File: src/rtl/time_set_ctrl.sv
// Time/date setting controller: mode FSM, edge-detected up/down strobes with
// auto-repeat, idle timeout back to RUN, and blink for the field being edited.
module time_set_ctrl #(
   parameter int TIMEOUT    = 30,
   parameter int REPEAT_DLY = 2
) (
   input  logic       clk_1Hz,
   input  logic       rst_n,
   input  logic       btn_mode,
   input  logic       btn_up,
   input  logic       btn_down,
   output logic [2:0] select_item,
   output logic       en_1,
   output logic       up,
   output logic       down,
   output logic       sec_clr,
   output logic       blink
);

   typedef enum logic [2:0] {
      RUN      = 3'b000,
      SET_MIN  = 3'b001,
      SET_HOUR = 3'b010,
      SET_DAY  = 3'b011,
      SET_MON  = 3'b100,
      SET_YEAR = 3'b101
   } state_t;

   localparam logic [3:0] LP_RPT     = 4'(REPEAT_DLY);
   localparam logic [5:0] LP_TO_LAST = 6'(TIMEOUT - 1);

   state_t     r_state;
   state_t     w_state_next;
   logic       r_mode_d, r_up_d, r_down_d;
   logic [3:0] r_hold, w_hold_next;
   logic [5:0] r_idle, w_idle_next;
   logic       r_up, r_down, r_sec_clr, r_blink, r_en_1;
   logic       w_up_next, w_down_next, w_sec_clr_next, w_blink_next, w_en_1_next;

   logic w_mode_edge, w_up_edge, w_down_edge, w_any_edge;
   logic w_single, w_repeat, w_up_req, w_down_req, w_activity, w_in_set;

   assign w_mode_edge = btn_mode & ~r_mode_d;
   assign w_up_edge   = btn_up   & ~r_up_d;
   assign w_down_edge = btn_down & ~r_down_d;
   assign w_any_edge  = w_mode_edge | w_up_edge | w_down_edge;

   // Exactly one of up/down held; pressing both cancels strobes and the hold count.
   assign w_single   = btn_up ^ btn_down;
   assign w_repeat   = w_single & (r_hold >= LP_RPT);
   assign w_up_req   = btn_up   & ~btn_down & (w_up_edge   | w_repeat);
   assign w_down_req = btn_down & ~btn_up   & (w_down_edge | w_repeat);
   assign w_activity = w_any_edge | w_up_req | w_down_req;
   assign w_in_set   = (r_state != RUN);

   always_ff @(posedge clk_1Hz or negedge rst_n) begin
      if (!rst_n) begin
         r_state <= RUN;
      end else begin
         r_state <= w_state_next;
      end
   end

   always_comb begin
      w_state_next = r_state;
      if (w_mode_edge) begin
         case (r_state)
            RUN:      w_state_next = SET_MIN;
            SET_MIN:  w_state_next = SET_HOUR;
            SET_HOUR: w_state_next = SET_DAY;
            SET_DAY:  w_state_next = SET_MON;
            SET_MON:  w_state_next = SET_YEAR;
            SET_YEAR: w_state_next = RUN;
            default:  w_state_next = RUN;
         endcase
      end else if (w_in_set && !w_activity && (r_idle >= LP_TO_LAST)) begin
         w_state_next = RUN;
      end
   end

   always_comb begin
      w_hold_next = r_hold;
      if (!w_single) begin
         w_hold_next = 4'd0;
      end else if (w_up_edge || w_down_edge) begin
         // A new press of the held button restarts the repeat delay.
         w_hold_next = 4'd1;
      end else if (r_hold != 4'hF) begin
         w_hold_next = r_hold + 4'd1;
      end
   end

   always_comb begin
      w_idle_next = r_idle + 6'd1;
      if (!w_in_set || (w_state_next != r_state) || w_activity) begin
         w_idle_next = 6'd0;
      end
   end

   always_comb begin
      w_up_next      = 1'b0;
      w_down_next    = 1'b0;
      w_sec_clr_next = 1'b0;
      w_en_1_next    = (w_state_next == RUN);
      w_blink_next   = 1'b0;
      // Strobes only while staying in the same SET state; mode edges win.
      if (w_in_set && !w_mode_edge && (w_state_next == r_state)) begin
         w_up_next   = w_up_req;
         w_down_next = w_down_req;
      end
      if (w_in_set && (w_state_next == RUN)) begin
         w_sec_clr_next = 1'b1;
      end
      if (w_state_next != RUN) begin
         w_blink_next = (w_state_next != r_state) ? 1'b1 : ~r_blink;
      end
   end

   always_ff @(posedge clk_1Hz or negedge rst_n) begin
      if (!rst_n) begin
         r_mode_d  <= 1'b0;
         r_up_d    <= 1'b0;
         r_down_d  <= 1'b0;
         r_hold    <= 4'd0;
         r_idle    <= 6'd0;
         r_up      <= 1'b0;
         r_down    <= 1'b0;
         r_sec_clr <= 1'b0;
         r_blink   <= 1'b0;
         r_en_1    <= 1'b1;
      end else begin
         r_mode_d  <= btn_mode;
         r_up_d    <= btn_up;
         r_down_d  <= btn_down;
         r_hold    <= w_hold_next;
         r_idle    <= w_idle_next;
         r_up      <= w_up_next;
         r_down    <= w_down_next;
         r_sec_clr <= w_sec_clr_next;
         r_blink   <= w_blink_next;
         r_en_1    <= w_en_1_next;
      end
   end

   assign select_item = r_state;
   assign en_1        = r_en_1;
   assign up          = r_up;
   assign down        = r_down;
   assign sec_clr     = r_sec_clr;
   assign blink       = r_blink;

endmodule

File: config.mk
export PLATFORM = sky130hd
export DESIGN_NAME = time_set_ctrl
export DESIGN_NICKNAME = d
export VERILOG_FILES = /design/src/rtl/time_set_ctrl.sv
export SDC_FILE = /design/constraint.sdc
export NUM_CORES = 1
export LEC_CHECK = 0
export ABC_AREA = 1
export CAP_MARGIN = 20
export CORE_MARGIN = 2
export CORE_UTILIZATION = 28
export DETAILED_ROUTE_END_ITERATION = 16
export HOLD_SLACK_MARGIN = 0.08
export PLACE_DENSITY = 0.57
export SLEW_MARGIN = 20
export SYNTH_ARGS = -nofsm -noshare
export SYNTH_HDL_FRONTEND = slang
export SYNTH_SLANG_ARGS = --single-unit
File: constraint.sdc
create_clock -name clk_1Hz -period 1.93 [get_ports clk_1Hz]
set_input_delay 0.2895 -clock clk_1Hz [delete_from_list [all_inputs] [get_ports clk_1Hz]]
set_output_delay 0.2895 -clock clk_1Hz [all_outputs]
set_load 0.02 [all_outputs]
==> results.ini, run 1 <==
[clock_tree]
h-tree-depth=1
cts_made_buffers=3
insertion_delay_ns=0.26
cts_tree=done
clkTransAtPathRegs_ns=0.08
cts_root_buf=clkbuf_8
clockBufferDepth=2
hold_buffers=0
cts_sinks=21

[detailed_routing]
detail_route.vias_per_cell=4.27
drtIter0Drc=39
firstDrtPassIters=4
wire_per_inst_um=9.69
vias=905
postRouteAntennaNets=0
drt_wl_total_um=2050
route.detailed.drc=0

[floorplanning]
io_pins=13
coreArea_sq_mm=0.00397
die_y_um=67.9
rows=23
start_util_pct=28.8
die_w_um=67.9
die_area_sq_mm=0.00461

[hold_path]
hp-class=input port to flop

[worst_setup_path]
path_max_fanout=5
timing.critical_path.buf_inv=3
cp.arrival_ns=1.92
crit_path_end_kind=flop
cp.required_ns=2.09
path_cells=inv_2 -> ha_1 -> nor2_1 -> nand2_1 -> nand2_2 -> nand2_1 -> nand2_2 -> nand4_4 -> nand2_2 -> nand2_1 -> inv_2 -> nand4_1 -> nand2_1 -> inv_1
critPathTopFamily=simple AND/OR/NAND/NOR gates
path_common_cell=nand2_1
critPathMaxStageDelay_ns=0.40
crit_path_top_delay_cell=dfrtp_1
worst_setup_path_start_kind=flop
crit_type=flop to flop

[timing]
fmax_mhz=569
rsz0062_at_grt=false
finalCritPeriodShare_pct=91.0
drv_slew=0
worst_pin_slew_ns=0.343
fin_worst_skew_ns=0.00881
hold_ws_ns=0.208
setup_viol=0
fin_ws_ns=0.173
finalHoldViolCount=0
timing.slew.headroom_pct=76.8
period_minus_slack_ns=1.76

[cells_and_area]
design_area_sq_mm=0.00148
nets=175
final_core_util_pct=37.3
regMostFlops=r_idle
n_antenna_cell=0
final_layout_size_suffix_gt1_share_pct=25.9
area_growth_pct=29.6
fin_cells=212
largest_reg_flops=6
n_fill_cell=389

[synth]
syn_inst=133
syn-num-nets=145
ys_async_sr_fraction_pct=100
synthFlopType=dfrtp_1
ys_seq_area_share_pct=46.1
syn_avg_cell_area_sq_um=8.60
synthSimpleGateAreaFrac_pct=27.8
synth_compound_area_share_pct=5.58
synth_edf_count=0
synth.mux.area_fraction_pct=0
synth_adder_area_share_pct=7.66
syn_area_sq_mm=0.00114
ys_types=24
synth_top_family_by_area=simple AND/OR/NAND/NOR gates
synth_warnings=0
synth_xor_area_share_pct=3.06
synth_seq_cells=21

[grt]
grt_start_max_net_pins=15
grt_pass1_wl_um=3590
grt_pass1_vias=859
track_usage_pct=10.3
antenna_found_initial=0
grt-ovfl-total=0

[place]
pre_cts_slack_ns=-0.287
gp_congestion=0.928
io_buffers=12
dp_cells=207
hpwl_um=1590
placed_area_sq_mm=0.00141

[pwr]
leakagePower_nw=0.759
p_per_area_mw_per_mm2=1000
peakVddDrop_uv=354

[run]
maxCapViolCount=0

[run_status]
run_status=finished clean

==> cells by family after synthesis <==
kind of cell               Yosys count
and+or+nand+nor                     63
DFF                                 21
adders and majority gates            7
xor gates and xnor gates             4
AOI/OAI and AO/OA                   10
buffers and inverters               28
==> power by group <==
part | total [mW] | switching (mW) | internal (mW)
clock | 0.287 | 0.144 | 0.144
combinational | 0.603 | 0.330 | 0.274
sequential | 0.593 | 0.0728 | 0.520
==> area by class of cell <==
cell class	instances	area, sq um	share of cell area [%]
Sequential cell	21	527	35.5
Multi-Input combinational cell	84	515	34.8
Timing Repair Buffer	26	230	15.5
Inverter	27	101	6.84
Tap cell	50	62.6	4.22
Clock buffer	3	41.3	2.78
Clock inverter	1	5.00	0.338
==> placed cells by master, fill, tap and decap left out, drive strengths merged <==
cell type,instances
inv,27
nand2,26
dfrtp,20
nor2,20
buf,14
clkdlybuf4s50,10
nand3,7
ha,7
or2,4
nand4,4
a21oi,4
xor2,3
clkbuf,3
a211oi,2
nor3,2
dlymetal6s2s,2
o311ai,1
xnor2,1
o211ai,1
o31ai,1
o21ai,1
clkinv,1
dfstp,1
==> per-stage QoR <==
step                      TNS, ns  power, mW
final                           0       1.48
after global routing            0       1.60
after CTS                       0       1.49
after detailed placement    -2.39       1.19
after global placement      -2.01       1.19
after floorplan                 0      0.948
==> synth_stat cells, types with 2 or more instances <==
library cell / count / area (sq um)
a211oi_1: 2 / 15.0
a21oi_1: 4 / 20.0
dfrtp_1: 20 / 500
ha_1: 7 / 87.6
inv_1: 24 / 90.1
inv_2: 3 / 11.3
nand2_1: 22 / 82.6
nand2_2: 4 / 25.0
nand3_1: 7 / 35.0
nand4_1: 3 / 18.8
nor2_1: 12 / 45.0
nor2_2: 8 / 50.1
nor3_1: 2 / 10.0
or2_1: 2 / 12.5
or2_4: 2 / 17.5
xor2_1: 3 / 26.3
==> routing by layer <==
| metal | vias up | GRT usage, % | routed length, um |
|---|---|---|---|
| met5 | - | 0 | 0 |
| met2 | 6 | 15.9 | 941 |
| met3 | 2 | 2.80 | 70 |
| li1 | 471 | - | - |
| met4 | 0 | 3.75 | 16 |
| met1 | 426 | 13.7 | 1030 |
==> final timing paths <==
path	start	slack, ns	cells past startpoint	end
worst max-delay path	r_hold[0]	0.17	14	blink
worst min-delay path	btn_down	0.21	1	r_down_d
max in group asynchronous	rst_n	1.11	2	r_idle[0]
worst max register to register	r_hold[0]	0.17	14	blink
worst min register to register	r_idle[0]	0.53	1	r_idle[0]
min in group asynchronous	rst_n	0.30	1	sec_clr
==> repair_timing <==
action | 4_1_cts | 5_1_grt
setup buffers | 0 | 1
pin swaps | 0 | 5
endpoints found under the setup margin | 4 | 9
resized for setup | 1 | 6
Power figures use the tool's default switching activity.
==> run 2, diff against run 1 <==
Settings changed: MAX_ROUTING_LAYER from default to met4.
==> run 2 against run 1 <==
  * Flip-flop and latch count unchanged
  * Final cell count unchanged
  * Clock skew increased by 0.0018 ns
  * Die area unchanged
  * Via count increased by 1.4%
  * Hold slack got worse by 0.0021 ns
  * Critical path depth unchanged
  * Maximum frequency increased by 0.23%
  * First-iteration DRC count unchanged
  * Register-to-register slack about the same
  * Critical path type unchanged
==> results.ini, run 2 (synthesized netlist as in run 1, its figures left out) <==
[pwr]
p_per_area_mw_per_mm2=1000  ; about the same
peakVddDrop_uv=352  ; was 354 uV
leakagePower_nw=0.759  ; unchanged

[worst_setup_path]
crit_type=flop to flop  ; unchanged
path_max_fanout=5  ; unchanged
cp.arrival_ns=1.92  ; about the same
worst_setup_path_start_kind=flop  ; unchanged
cp.required_ns=2.09  ; about the same
crit_path_end_kind=flop  ; unchanged

[timing]
period_minus_slack_ns=1.75  ; was 1.76 ns
setup_tns_ns=0  ; unchanged
fmax_mhz=570  ; was 569 MHz
drv_slew=0  ; unchanged
finalCritPeriodShare_pct=90.8  ; was 91.0%
fin_worst_skew_ns=0.0106  ; was 0.00881 ns
worst_pin_slew_ns=0.362  ; was 0.343 ns
setup_viol=0  ; unchanged
timing.slew.headroom_pct=75.8  ; was 76.8%
finalHoldViolCount=0  ; unchanged
rsz0062_at_grt=false  ; unchanged

[clock_tree]
cts_root_buf=clkbuf_8  ; unchanged
clockBufferDepth=2  ; unchanged
clkTransAtPathRegs_ns=0.09  ; was 0.08 ns
h-tree-depth=1  ; unchanged
cts_tree=done  ; unchanged
insertion_delay_ns=0.26  ; about the same
hold_buffers=0  ; unchanged
cts_made_buffers=3  ; unchanged
cts_sinks=21  ; unchanged

[grt]
antenna_found_initial=0  ; unchanged
grt_pass1_wl_um=3590  ; about the same
grt_start_max_net_pins=15  ; unchanged
track_usage_pct=10.6  ; was 10.3%
grt_pass1_vias=858  ; was 859
grt-ovfl-total=0  ; unchanged

[cells_and_area]
area_growth_pct=29.6  ; unchanged
final_layout_size_suffix_gt1_share_pct=25.9  ; unchanged
ff_latch_area_sq_um=527  ; unchanged
regMostFlops=r_idle  ; unchanged
nets=175  ; unchanged
final_common_cell=inv_1  ; unchanged
multi_input_comb_area_sq_um=515  ; unchanged
design_area_sq_mm=0.00148  ; unchanged
fin_cells=212  ; unchanged
layout_common_cells=inv_1, nand2_1, dfrtp_1  ; unchanged
n_fill_cell=389  ; unchanged
n_antenna_cell=0  ; unchanged
largest_reg_flops=6  ; unchanged
final_core_util_pct=37.3  ; unchanged

[detailed_routing]
route.detailed.drc=0  ; unchanged
drt_wl_total_um=2070  ; was 2050 um
detail_route.vias_per_cell=4.33  ; was 4.27
vias=918  ; was 905
firstDrtPassIters=4  ; unchanged
drtIter0Drc=39  ; unchanged
postRouteAntennaNets=0  ; unchanged
wire_per_inst_um=9.76  ; was 9.69 um

[floorplanning]
rows=23  ; unchanged
coreArea_sq_mm=0.00397  ; unchanged
io_pins=13  ; unchanged
die_y_um=67.9  ; unchanged
die_area_sq_mm=0.00461  ; unchanged
die_w_um=67.9  ; unchanged
start_util_pct=28.8  ; unchanged

[place]
io_buffers=12  ; unchanged
gp_congestion=0.944  ; was 0.928
hpwl_um=1590  ; unchanged
dp_cells=207  ; unchanged
placed_area_sq_mm=0.00141  ; unchanged

[run]
maxCapViolCount=0  ; unchanged

[hold_path]
hp-class=input port to flop  ; unchanged

[run_status]
run_status=finished clean  ; unchanged

-- run 2: metrics by stage --
step	setup slack, ns	hold WS (ns)	total power, mW
global placement	-0.266	0.522	1.19
CTS	0.0188	0.314	1.49
global route	0.00493	0.216	1.60
detailed placement	-0.287	0.517	1.19
floorplan	0.343	-0.00609	0.948
finish	0.177	0.205	1.49
-- run 2: cell type report --
class | count | area share, %
flip-flops and latches | 21 | 35.5
inverters | 27 | 6.84
repair buffers | 26 | 15.5
well taps | 50 | 4.22
clock inverters | 1 | 0.338
clock buffers | 3 | 2.78
multi-input cells | 84 | 34.8
-- run 2: routing by layer --
layer	track usage (%)	vias up	share of wire, %
li1	-	470	-
met1	13.8	432	50
met2	15.9	14	45
met3	2.63	2	3.8
met4	3.75	0	0.82
met5	-	-	0
-- run 2: worst paths after layout --
path                                start        end  slack [ns]  cells past startpoint
worst max-delay path            r_hold[0]      blink        0.18                     14
worst min-delay path             btn_down   r_down_d        0.21                      1
worst max register to register  r_hold[0]      blink        0.18                     14
worst min register to register  r_idle[0]  r_idle[0]        0.53                      1
max in group asynchronous           rst_n  r_idle[0]        1.10                      2
min in group asynchronous           rst_n    sec_clr        0.30                      1
-- run 2: where the power goes --
group	switching [mW]	leakage, nW	total (mW)	internal [mW]
logic	0.331	0.461	0.604	0.274
clock network	0.147	0.0255	0.291	0.144
registers	0.0719	0.272	0.592	0.520
-- run 2: worst max-delay path, cell delays in order, from the launching register on --
cell and delay [ns]:
dfrtp_1 0.40, inv_2 0.05, ha_1 0.18, nor2_1 0.08, nand2_1 0.07, nand2_2 0.07
nand2_1 0.06, nand2_2 0.10, nand4_4 0.12, nand2_2 0.10, nand2_1 0.07, inv_2 0.06
nand4_1 0.16, nand2_1 0.11, inv_1 0.04
-- run 2: what timing repair did --
action | CTS | global route
buffers inserted | 0 | 1
pin swaps | 0 | 5
endpoints found under the setup margin | 4 | 9
gates resized for setup | 1 | 6
==> run 3, diff against run 2 <==
Settings changed: CORE_UTILIZATION 28 to 33, PLACE_DENSITY 0.57 to 0.63.
==> run 3 against run 2 <==
  * Total power fell by 5.1%
  * Core utilization rose by 6.8 points
  * Hold slack got worse by 0.054 ns
  * Routed wire length fell by 3.8%
  * Setup slack improved by 0.015 ns
  * Sequential share of layout area rose by 0.27 points
  * Largest cell class unchanged
==> results.ini, run 3 (synthesized netlist as in run 1, its figures left out) <==
[cells_and_area]
design_area_sq_mm=0.00147  ; was 0.00148 sq mm
final_common_cell=inv_1  ; unchanged
final_layout_size_suffix_gt1_share_pct=27.6  ; was 25.9%
n_antenna_cell=0  ; unchanged
layout_common_cells=inv_1, dfrtp_1, nand2_1  ; was inv_1, nand2_1, dfrtp_1
ff_latch_area_sq_um=527  ; unchanged
multi_input_comb_area_sq_um=520  ; was 515 sq um
n_fill_cell=338  ; was 389
area_growth_pct=28.7  ; was 29.6%
largest_reg_flops=6  ; unchanged
fin_cells=209  ; was 212
nets=176  ; was 175
regMostFlops=r_idle  ; unchanged

[pwr]
peakVddDrop_uv=464  ; was 352 uV
power.total_mw=1.41  ; was 1.49 mW
p_clk_share_pct=15.0  ; was 19.5%
internal-power_uw=876  ; was 937 uW
leakagePower_nw=0.754  ; was 0.759 nW
share_comb_of_total_power_pct=43.0  ; was 40.6%
power.switching_uw=536  ; was 550 uW
pwr-share-seq_pct=42.0  ; was 39.8%
switching_share_pct=38.0  ; was 37.0%
p_per_area_mw_per_mm2=959  ; was 1000 mW/mm^2

[clock_tree]
insertion_delay_ns=0.31  ; was 0.26 ns
cts_sinks=21  ; unchanged
cts_tree=done  ; unchanged
hold_buffers=0  ; unchanged
h-tree-depth=1  ; unchanged
cts_root_buf=clkbuf_4  ; was clkbuf_8
cts_made_buffers=3  ; unchanged
clockBufferDepth=2  ; unchanged
clkTransAtPathRegs_ns=0.12  ; was 0.09 ns

[worst_setup_path]
r2r_cells=13  ; was 14
ff2ff_setup_slack_ns=0.19  ; was 0.18 ns
r2r_start=r_hold[1]  ; was r_hold[0]
crit_type=flop to flop  ; unchanged
crit_start=r_hold[1]  ; was r_hold[0]
reg2reg_to=blink  ; unchanged
crit_end=blink  ; unchanged
crit_path_top_delay_cell=dfrtp_1  ; unchanged
path_max_fanout=5  ; unchanged
crit_path_end_kind=flop  ; unchanged
path_common_cell=nand2_2  ; was nand2_1
cp.arrival_ns=1.95  ; was 1.92 ns
path_cells=ha_2 -> nor2_1 -> nand2_1 -> nand2_2 -> nand2_1 -> nand2_2 -> nand4_4 -> nand2_2 -> nand2_2 -> inv_2 -> nand4_1 -> nand2_1 -> inv_1  ; was inv_2 -> ha_1 -> nor2_1 -> nand2_1 -> nand2_2 -> nand2_1 -> nand2_2 -> nand4_4 -> nand2_2 -> nand2_1 -> inv_2 -> nand4_1 -> nand2_1 -> inv_1
cp.required_ns=2.14  ; was 2.09 ns
worst_setup_path_start_kind=flop  ; unchanged
critPathMaxStageDelay_ns=0.44  ; was 0.40 ns

[place]
gp_congestion=0.884  ; was 0.944
placed_area_sq_mm=0.00140  ; was 0.00141 sq mm
dp_cells=202  ; was 207
hpwl_um=1580  ; was 1590 um
io_buffers=12  ; unchanged

[timing]
setup_viol=0  ; unchanged
drv_slew=0  ; unchanged
finalCritPeriodShare_pct=90.1  ; was 90.8%
setup_tns_ns=0  ; unchanged
fin_worst_skew_ns=0.00673  ; was 0.0106 ns
period_minus_slack_ns=1.74  ; was 1.75 ns
hold_ws_ns=0.151  ; was 0.205 ns
worst_pin_slew_ns=0.426  ; was 0.362 ns
timing.slew.headroom_pct=71.5  ; was 75.8%
fmax_mhz=575  ; was 570 MHz
finalHoldViolCount=0  ; unchanged

[run_status]
run_status=finished clean  ; unchanged

[detailed_routing]
vias=915  ; was 918
wire_per_inst_um=9.52  ; was 9.76 um
postRouteAntennaNets=0  ; unchanged
firstDrtPassIters=4  ; unchanged
route.detailed.drc=0  ; unchanged
drt_wl_total_um=1990  ; was 2070 um
drtIter0Drc=29  ; was 39
detail_route.vias_per_cell=4.38  ; was 4.33

[grt]
antenna_found_initial=0  ; unchanged
grt-ovfl-total=0  ; unchanged
grt_pass1_wl_um=3730  ; was 3590 um
grt_pass1_vias=896  ; was 858
grt_start_max_net_pins=13  ; was 15
track_usage_pct=12.1  ; was 10.6%

[floorplanning]
start_util_pct=34.3  ; was 28.8%
io_pins=13  ; unchanged
rows=21  ; was 23
die_y_um=62.9  ; was 67.9 um
coreArea_sq_mm=0.00334  ; was 0.00397 sq mm
die_area_sq_mm=0.00395  ; was 0.00461 sq mm
die_w_um=62.9  ; was 67.9 um

[run]
maxCapViolCount=0  ; unchanged

[hold_path]
hp-class=input port to flop  ; unchanged
min_from=btn_down  ; unchanged

==> run 3: cell count changes in the layout (fill, tap and decap cells not counted) <==
cell / before / now
nand2_1: 20 / 19
ha_1: 7 / 6
ha_2: 0 / 1
nand2_2: 6 / 7
clkbuf_4: 0 / 3
clkbuf_8: 3 / 0
buf_4: 14 / 15
==> run 3: layer usage <==
metal	share of wire [%]	vias up	track usage [%]
met5	0	-	-
li1	-	472	-
met1	44	423	13.2
met2	50	15	20.7
met3	4.2	5	3.78
met4	1.8	0	4.17
==> run 3: worst min-delay path by stage <==
stage / end / slack, ns / depth (start not counted)
floorplan: blink / -0.006 / 0
global placement: r_hold[0] / 0.52 / 2
detailed placement: r_idle[0] / 0.53 / 1
CTS: r_hold[2] / 0.26 / 1
global route: r_down_d / 0.16 / 1
finish: r_down_d / 0.15 / 1
==> run 3: through the flow <==
step | util, % | setup WS [ns]
floorplan | - | 0.343
global placement | 42.0 | -0.247
detailed placement | 42.0 | -0.311
CTS | 42.8 | 0.0199
global route | 44.1 | -0.0115
finish | 44.1 | 0.192
==> run 3: final cells by class <==
class                      instances  share of cell area (%)
tap                               46                    3.91
clock buffer                       3                    1.53
multi-input combinational         84                    35.4
inverter                          27                    6.89
sequential                        21                    35.8
timing repair buffer              27                    16.2
clock inverter                     1                   0.340
==> run 3: repair_timing <==
item	CTS	global route
setup buffers	0	3
setup endpoints to repair	0	9
gates resized for setup	0	9
==> run 3: power groups by stage <==
| stage | registers, mW | clock network, mW | logic, mW |
|---|---|---|---|
| after floorplan | 0.664 | 0 | 0.285 |
| after global placement | 0.600 | 0 | 0.582 |
| after detailed placement | 0.602 | 0 | 0.584 |
| after CTS | 0.593 | 0.228 | 0.588 |
| after global routing | 0.605 | 0.242 | 0.688 |
| final | 0.593 | 0.211 | 0.608 |
==> run 3: critical path, delay by kind of cell, from the launching register on <==
family	cells	cell delay [ns]
adder cells (fa/ha/maj)	1	0.19
AND/OR/NAND/NOR	10	0.92
flip-flops	1	0.44
buffers and inverters	2	0.09
